<file path="src/rtl/imem_loader_pkg.sv">
// Shared definitions for the instruction-memory loader: FSM state encodings and the length field width.
package imem_loader_pkg;

    typedef enum logic [2:0] {
        LDR_IDLE   = 3'd0,
        LDR_LEN_HI = 3'd1,
        LDR_LEN_LO = 3'd2,
        LDR_DATA   = 3'd3,
        LDR_CSUM   = 3'd4,
        LDR_DONE   = 3'd5,
        LDR_ERR    = 3'd6
    } ldrState_t;

    localparam int LDR_LEN_W = 16;

    // True when the requested word count does not fit in a 2**addrW word memory.
    function automatic logic lenTooBig(input logic [LDR_LEN_W-1:0] len, input int addrW);
        return 32'(len) > (32'd1 << addrW);
    endfunction

endpackage

</file>
<file path="src/rtl/imem_loader_word_packer.sv">
// Packs four accepted bytes, MSB first, into a 32-bit word and emits a one-cycle wordValid pulse
// on the cycle after the fourth byte.
module imem_word_packer (
    input  logic        clock,
    input  logic        reset,
    input  logic        clear,
    input  logic        byteValid,
    input  logic [7:0]  byteData,
    output logic        lastByte,
    output logic        wordValid,
    output logic [31:0] word
);

    logic [1:0]  byteCntReg;
    logic [23:0] shiftReg;

    assign lastByte = (byteCntReg == 2'd3);

    always_ff @(posedge clock) begin
        if (reset) begin
            byteCntReg <= '0;
            shiftReg   <= '0;
            wordValid  <= 1'b0;
            word       <= '0;
        end else begin
            wordValid <= 1'b0;
            if (clear) begin
                byteCntReg <= '0;
                shiftReg   <= '0;
            end else if (byteValid) begin
                byteCntReg <= byteCntReg + 2'd1;
                shiftReg   <= {shiftReg[15:0], byteData};
                if (lastByte) begin
                    word      <= {shiftReg, byteData};
                    wordValid <= 1'b1;
                end
            end
        end
    end

endmodule

</file>
<file path="src/rtl/imem_loader.sv">
// Instruction-memory loader: length-prefixed byte stream -> big-endian words in imem, CPU held until done.
// Optional trailing XOR checksum byte enabled by defining IMEM_LOADER_CSUM_EN.
module imem_loader
    import imem_loader_pkg::*;
#(
    parameter int                ADDR_W    = 10,
    parameter logic [ADDR_W-1:0] BASE_ADDR = '0
) (
    input  logic              clock,
    input  logic              reset,
    input  logic              start,
    input  logic [7:0]        in_data,
    input  logic              in_valid,
    output logic              in_ready,
    output logic              imem_we,
    output logic [ADDR_W-1:0] imem_addr,
    output logic [31:0]       imem_wdata,
    output logic              cpu_hold,
    output logic              busy,
    output logic              done,
    output logic              err,
    output logic [ADDR_W:0]   words_loaded
);

    ldrState_t              stateReg, stateNext;
    logic [7:0]             lenHiReg;
    logic [LDR_LEN_W-1:0]   lenReg;
    logic [LDR_LEN_W-1:0]   lenFull;
    logic [ADDR_W:0]        wordsLoadedReg;
    logic                   startAccept;
    logic                   byteValid;
    logic                   lastByte;
    logic                   wordValid;
    logic                   lastWord;
`ifdef IMEM_LOADER_CSUM_EN
    logic [7:0]             csumReg;
`endif

    assign lenFull   = {lenHiReg, in_data};
    assign byteValid = (stateReg == LDR_DATA) && in_valid;
    // Compared before the pending write bumps the count, hence the +1.
    assign lastWord  = (32'(wordsLoadedReg) + 32'd1) == 32'(lenReg);

    imem_word_packer u_packer (
        .clock     (clock),
        .reset     (reset),
        .clear     (startAccept),
        .byteValid (byteValid),
        .byteData  (in_data),
        .lastByte  (lastByte),
        .wordValid (wordValid),
        .word      (imem_wdata)
    );

    assign imem_we      = wordValid;
    assign imem_addr    = BASE_ADDR + wordsLoadedReg[ADDR_W-1:0];
    assign words_loaded = wordsLoadedReg;

    always_ff @(posedge clock) begin
        if (reset) begin
            stateReg <= LDR_IDLE;
        end else begin
            stateReg <= stateNext;
        end
    end

    always_comb begin
        stateNext   = stateReg;
        startAccept = 1'b0;
        in_ready    = 1'b0;
        cpu_hold    = 1'b1;
        busy        = 1'b0;
        done        = 1'b0;
        err         = 1'b0;
        case (stateReg)
            LDR_IDLE: begin
                if (start) begin
                    startAccept = 1'b1;
                    stateNext   = LDR_LEN_HI;
                end
            end
            LDR_LEN_HI: begin
                in_ready = 1'b1;
                busy     = 1'b1;
                if (in_valid) stateNext = LDR_LEN_LO;
            end
            LDR_LEN_LO: begin
                in_ready = 1'b1;
                busy     = 1'b1;
                if (in_valid) begin
                    if (lenFull == '0) begin
`ifdef IMEM_LOADER_CSUM_EN
                        stateNext = LDR_CSUM;
`else
                        stateNext = LDR_DONE;
`endif
                    end else if (lenTooBig(lenFull, ADDR_W)) begin
                        stateNext = LDR_ERR;
                    end else begin
                        stateNext = LDR_DATA;
                    end
                end
            end
            LDR_DATA: begin
                in_ready = 1'b1;
                busy     = 1'b1;
                if (in_valid && lastByte && lastWord) begin
`ifdef IMEM_LOADER_CSUM_EN
                    stateNext = LDR_CSUM;
`else
                    stateNext = LDR_DONE;
`endif
                end
            end
`ifdef IMEM_LOADER_CSUM_EN
            LDR_CSUM: begin
                in_ready = 1'b1;
                busy     = 1'b1;
                if (in_valid) stateNext = (in_data == csumReg) ? LDR_DONE : LDR_ERR;
            end
`endif
            LDR_DONE: begin
                cpu_hold = 1'b0;
                done     = 1'b1;
                if (start) begin
                    startAccept = 1'b1;
                    stateNext   = LDR_LEN_HI;
                end
            end
            LDR_ERR: begin
                err = 1'b1;
                if (start) begin
                    startAccept = 1'b1;
                    stateNext   = LDR_LEN_HI;
                end
            end
            default: stateNext = LDR_IDLE;
        endcase
    end

    always_ff @(posedge clock) begin
        if (reset) begin
            lenHiReg       <= '0;
            lenReg         <= '0;
            wordsLoadedReg <= '0;
        end else begin
            if (stateReg == LDR_LEN_HI && in_valid) lenHiReg <= in_data;
            if (stateReg == LDR_LEN_LO && in_valid) lenReg   <= lenFull;
            if (startAccept) begin
                wordsLoadedReg <= '0;
            end else if (wordValid) begin
                wordsLoadedReg <= wordsLoadedReg + (ADDR_W+1)'(1);
            end
        end
    end

`ifdef IMEM_LOADER_CSUM_EN
    always_ff @(posedge clock) begin
        if (reset) begin
            csumReg <= '0;
        end else if (startAccept) begin
            csumReg <= '0;
        end else if (byteValid) begin
            csumReg <= csumReg ^ in_data;
        end
    end
`endif

endmodule

</file>
<file path="config.mk">
export PLATFORM = sky130hd
export DESIGN_NAME = imem_loader
export DESIGN_NICKNAME = d
export VERILOG_FILES = /design/src/rtl/imem_loader_pkg.sv /design/src/rtl/imem_loader_word_packer.sv /design/src/rtl/imem_loader.sv
export SDC_FILE = /design/constraint.sdc
export NUM_CORES = 1
export LEC_CHECK = 0
export BUFFER_PORTS_ARGS = -buffer_cell sky130_fd_sc_hd__clkbuf_2
export CAP_MARGIN = 20
export CORE_MARGIN = 1
export CORE_UTILIZATION = 59
export CTS_CLUSTER_DIAMETER = 80
export DETAILED_ROUTE_END_ITERATION = 8
export PLACE_DENSITY = 0.83
export REMOVE_ABC_BUFFERS = 1
export SYNTH_ARGS = -nofsm -noshare
export SYNTH_HDL_FRONTEND = slang
export SYNTH_SLANG_ARGS = --single-unit
export TNS_END_PERCENT = 20
</file>
<file path="constraint.sdc">
create_clock -name clock -period 3.1 [get_ports clock]
set_input_delay 0.31 -clock clock [delete_from_list [all_inputs] [get_ports clock]]
set_output_delay 0.31 -clock clock [all_outputs]
set_load 0.1 [all_outputs]
</file>
**Word-level counts from Yosys, hierarchy flattened**

Index checks and enable logic that the tools add are counted.

- Bits in registers: 97
- Logic and storage cells: 52
- Input port bits: 12
- Output and inout bits: 59

- Bitwise logic cells: 2
- Muxes and demuxes: 14
- $lt $le $gt $ge: 1
- Eq/ne operators: 11
- Reduce and logical (&&, ||, !) cells: 13
- $add $sub $neg: 3

Operators by type and width:

| operator | number |
|---|---|
| $mux W3 | 6 |
| $eq A12 B16 Y1 | 1 |
| $gt A16 B11 Y1 const B | 1 |
| $logic_not A16 Y1 | 1 |
| $add A11 B1 Y12 const B | 1 |
| $pmux W3 S4 | 1 |
| $add A11 B1 Y11 const B | 1 |
| $reduce_or A3 Y1 | 3 |
| $mux W1 | 7 |
| $eq A3 B2 Y1 const B | 2 |
| $eq A3 B3 Y1 const B | 2 |
| $logic_and A1 B1 Y1 | 5 |
| $ne A2 B1 Y1 const B | 2 |
| $ne A2 B2 Y1 const B | 2 |
| $reduce_and A4 Y1 | 1 |
| $eq A3 B1 Y1 const B | 1 |
| $logic_not A3 Y1 | 1 |
| $reduce_and A3 Y1 | 1 |
| $add A2 B1 Y2 const B | 1 |
| $eq A2 B2 Y1 const B | 1 |
| $not A1 Y1 | 2 |
| $reduce_or A2 Y1 | 1 |

**Longest topological paths before layout**

- Depth in word-level cells: 5
- Depth in mapped cells: 7
- Mapped depth without buffers: 7

**Cells and area by module**

A second synthesis with hierarchy kept.

- Cell total of the unflattened synthesis: 496
- Area total of the unflattened synthesis: 4553.1 µm²

By module, submodules not included:

| module | sequential area each (µm²) | cells an instance | area an instance (µm²) | instances |
|---|---|---|---|---|
| imem_word_packer | 1181.1 | 229 | 2401.1 | 1 |
| imem_loader | 760.7 | 267 | 2152.1 | 1 |

**Worst setup path after synthesis**

OpenSTA, ideal clock, no wires.

- Kind: reg-to-output
- From: reg stateReg[2]
- To: out in_ready
- Arrival time: 2.277 ns
- Required time: 2.790 ns
- Buffers on the path: 2
- Stages on the path, launching flop included: 4
- Setup slack: 0.513 ns
- Cells stage by stage: dfxtp_1 clkbuf_8 nor2_1 buf_4

- Word-level cells in the longest chain between the ends: 3
- Elaborated cells between the ends (all ways): 5
- Those cells by class: eq/ne (3); mux (1); reduce/logical (1)

Ends and longest elaborated chain:

| what | RTL line | text |
|---|---|---|
| start: declaration | imem_loader.sv:25 | `ldrState_t stateReg, stateNext;` |
| start signal: assignment | imem_loader.sv:63 | `stateReg <= stateNext;` |
| $eq A3 B2 Y1 or $eq A3 B1 Y1 (tied branches) | - |  |
| $reduce_or A3 Y1 (no source line) * | - |  |
| $mux W1 * | - |  |
| end: declaration | imem_loader.sv:14 | `output logic in_ready,` |

Mark *: on every way between the ends. The rest lies on a longest branch, timed or not.

**Worst setup path in the final report**

- From: reg wordsLoadedReg[0], in the netlist words_loaded[0]
- To: reg stateReg[1]

- Word-level cells in the longest chain between the ends: 5

Ends and longest elaborated chain:

| what | RTL line | text |
|---|---|---|
| start: declaration | imem_loader.sv:29 | `logic [ADDR_W:0] wordsLoadedReg;` |
| start signal: assignment | imem_loader.sv:152 | `wordsLoadedReg <= wordsLoadedReg + (ADDR_W+1)'(1);` |
| $add A11 B1 Y12 | imem_loader.sv:42 | `assign lastWord = (32'(wordsLoadedReg) + 32'd1) == 32'(lenReg);` |
| $eq A12 B16 Y1 | imem_loader.sv:42 |  |
| $logic_and A1 B1 Y1 | imem_loader.sv:107 | `if (in_valid && lastByte && lastWord) begin` |
| $ne A2 B1 Y1 (no source line) | - |  |
| $reduce_and A4 Y1 (no source line) | - |  |

Every way passes these cells.
A chain may end at the register's enable or synchronous reset.

==> results_dict.tcl <==
set metrics [dict create \
    finalPower_mw 2.69 \
    utilization_pct 67.6 \
    ys.flop_type "dfxtp_1" \
    path_cells "ha_1 > nand3_1 > nor3_1 > a22oi_1 > o221ai_1 > o21ai_0 > a211oi_1" \
    clk_latency_ns 0.35 \
    cts_resized 0 \
    hold_buffers 0 \
    yosys.area.top_type_share_pct 46.9 \
    critical_path_required_ns 3.38 \
    tightestPinTransition_ns 0.806 \
    arrival_ns 2.47 \
    ant_nets 0 \
    place_ws_ns 0.944 \
    path_max_fanout 8 \
    max_cap_violations 0 \
    setup_viol 0 \
    pwr-share-clk_pct 30.4 \
    io_pins 71 \
    rrSetupSlack_ns 0.90 \
    cp.depth 7 \
    intPower_mw 1.82 \
    seq_area_frac_synth_pct 46.9 \
    synthArstFlopShare_pct 0 \
    grt_pass1_wl_um 14800 \
    fin_ws_ns 0.903 \
    fin_hold_ws_ns 0.253 \
    place_area_sq_mm 0.00437 \
    endpoint "stateReg[1]" \
    synthCells 527 \
    yosysUniqueCellTypes 44 \
    crit_type "reg -> reg" \
    synth.area.top_cells "dfxtp_1 (47%), nand2_1 (16%), a21oi_1 (10%), xor2_1 (2.5%), buf_4 (2.4%)" \
    yosysWarnings 0 \
    grtUsageTotal_pct 25.3 \
    slowest_delay_ns 0.51 \
    hold_path_class "in -> reg" \
    fmax_mhz 455 \
    ys_top_cells_by_count "nand2_1 (181), dfxtp_1 (97), a21oi_1 (86)" \
    r2r_cells 7 \
    post-place-cells 653 \
    net-switching-power_mw 0.870 \
    synth_edf_count 0 \
    place.detailed.hpwl_um 6120 \
    io_buffer_count 70 \
    fin_crit_ns 2.20 \
    final_cell_area_sq_mm 0.00459 \
    total_leakage_power_nw 1.71 \
    numCtsBuffers 9 \
    slowest_stage "dfxtp_1" \
    post-route-period-util_pct 70.9 \
    crit_family "compound AO/OA/AOI/OAI gates" \
    max_slew_margin_pct 46.2 \
    syn_area_sq_mm 0.00414 \
    post-synth-top-area-cell "dfxtp_1" \
    fp-row-count 30 \
    fin_worst_skew_ns 0.0114 \
    worst-path-buf-inv 0 \
    antenna_found_initial 0 \
    sw_frac_of_total_pct 32.4 \
    grt_pass1_vias 3248 \
    drc 0 \
    setup_tns_ns 0 \
    wl_per_cell_um 13.5 \
    synth.most_common_cell "nand2_1" \
    first_pass_iters 5 \
    cts_buffer_depth 2 \
    nets 583 \
    vias 3626 \
    rsz0062_at_grt "false" \
    dieWidth_um 85.8 \
    start_util_pct 61.0 \
    avgViaCountPerCell 5.41 \
    timing.rr.end "stateReg[1]" \
    h-tree-depth 3 \
    finalWirelength_um 9030 \
    yosys_register_bits 97 \
    power_frac_seq_pct 49.9 \
    cts_root_buffer "clkbuf_8" \
    grt_overflow 0 \
    cts.sinks 97 \
    cts_setup_buffers 0 \
    drt-initial-drc-count 259 \
    grt_max_degree 62 \
    tritoncts "done" \
    maxSlewViolCount 0 \
    hold_viol 0 \
    peakVddDrop_uv 511 \
    n_antenna_cell 0 \
    run_status "finished clean" \
    combPwrFrac_pct 19.7 \
    p_per_area_mw_per_mm2 585 \
    areaGrowthSynthToFinish_pct 10.8 \
    finalNonFillerCells 670 \
    drive_gt1_share_pct 17.1 \
    end_kind "flop" \
    start_kind "flop" \
    avgSynthCellArea_sq_um 7.86 \
    die_height_um 85.8 \
    routabilityCongestion 0.866 \
    core-area_sq_mm 0.00679 \
    cts.clk_slew.worst_paths_ns 0.09 \
    cp-startpoint "words_loaded[0]" \
    dieArea_sq_mm 0.00736 \
    timing.rr.start "words_loaded[0]" \
]
-- sequential cells by signal, indices dropped and copies added, names as in the netlist --
register             cells
u_packer.wordValid       1
u_packer.shiftReg       24
u_packer.word           32
words_loaded            11
stateReg                 3
lenHiReg                 8
lenReg                  16
u_packer.byteCntReg      2
-- tightest hold or removal path, cell delays in order --
cell and delay, ns:
clkbuf_2 0.14, nand2_1 0.07, a21oi_1 0.05
-- worst min path at each step --
| stage | slack (ns) | start | endpoint | cells after the start |
|---|---|---|---|---|
| floorplan | 0.38 | reset | stateReg[0] | 1 |
| global placement | 0.44 | u_packer.shiftReg[20] | u_packer.word[28] | 2 |
| detailed placement | 0.45 | u_packer.word[19] | u_packer.word[19] | 2 |
| CTS | 0.24 | in_data[5] | lenReg[5] | 3 |
| global route | 0.26 | in_data[4] | lenHiReg[4] | 3 |
| finish | 0.25 | in_data[5] | lenReg[5] | 3 |
-- power by group through the flow --
stage	Sequential [mW]	Clock, mW	Combinational [mW]
3_5_place_dp	1.37	0	0.524
4_1_cts	1.34	0.827	0.525
3_3_place_gp	1.37	0	0.510
2_1_floorplan	1.35	0	0.408
5_1_grt	1.35	0.881	0.569
6_report	1.34	0.817	0.529
-- final cells by class --
class / instances / area [sq um]
inverters: 1 / 3.75
multi-input cells: 385 / 1930
clock inverters: 5 / 61.3
clock buffers: 11 / 131
fillers: 550 / 2200
repair buffers: 75 / 408
flip-flops and latches: 97 / 1940
well taps: 96 / 120
-- cells by family (layout without fill, tap and decap cells) --
logic type               after synthesis  after routing  synth area share, %
AND/OR/NAND/NOR                      249            249                 25.6
AO/OA/AOI/OAI                        108            108                 14.5
flip-flops                            97             97                 46.9
buffers and inverters                 45             92                 6.67
XOR/XNOR                              24             24                 5.25
adder cells (fa/ha/maj)                2              2                0.604
multiplexers                           2              2                0.483
-- routing by layer --
metal  vias to the layer above  GRT usage (%)  share of wire (%)
li1                       1812              -                  -
met1                      1661           32.3                 44
met2                       144           42.6                 49
met3                         9           4.52                5.8
met4                         0           10.2                1.3
met5                         -              0                  0
-- cell usage in the layout, fill, tap and decap left out, types with 2 or more instances in the layout --
cell type / instances
nand2_1: 181
dfxtp_1: 97
a21oi_1: 86
clkbuf_2: 70
nor2_1: 20
xor2_1: 12
xnor2_1: 11
clkbuf_8: 9
nand3_1: 8
o21ai_0: 8
and2_1: 6
nor4_1: 5
or3_1: 5
nor3_1: 4
nand4_1: 4
buf_4: 4
nor3b_1: 3
and2b_2: 2
and3_1: 2
nor2b_1: 2
a22oi_1: 2
nand2b_1: 2
a21o_1: 2
a2111oi_2: 2
mux2i_1: 2
ha_1: 2
inv_6: 2
clkbuf_1: 2
Note: power is estimated with default switching activity, not from simulation.
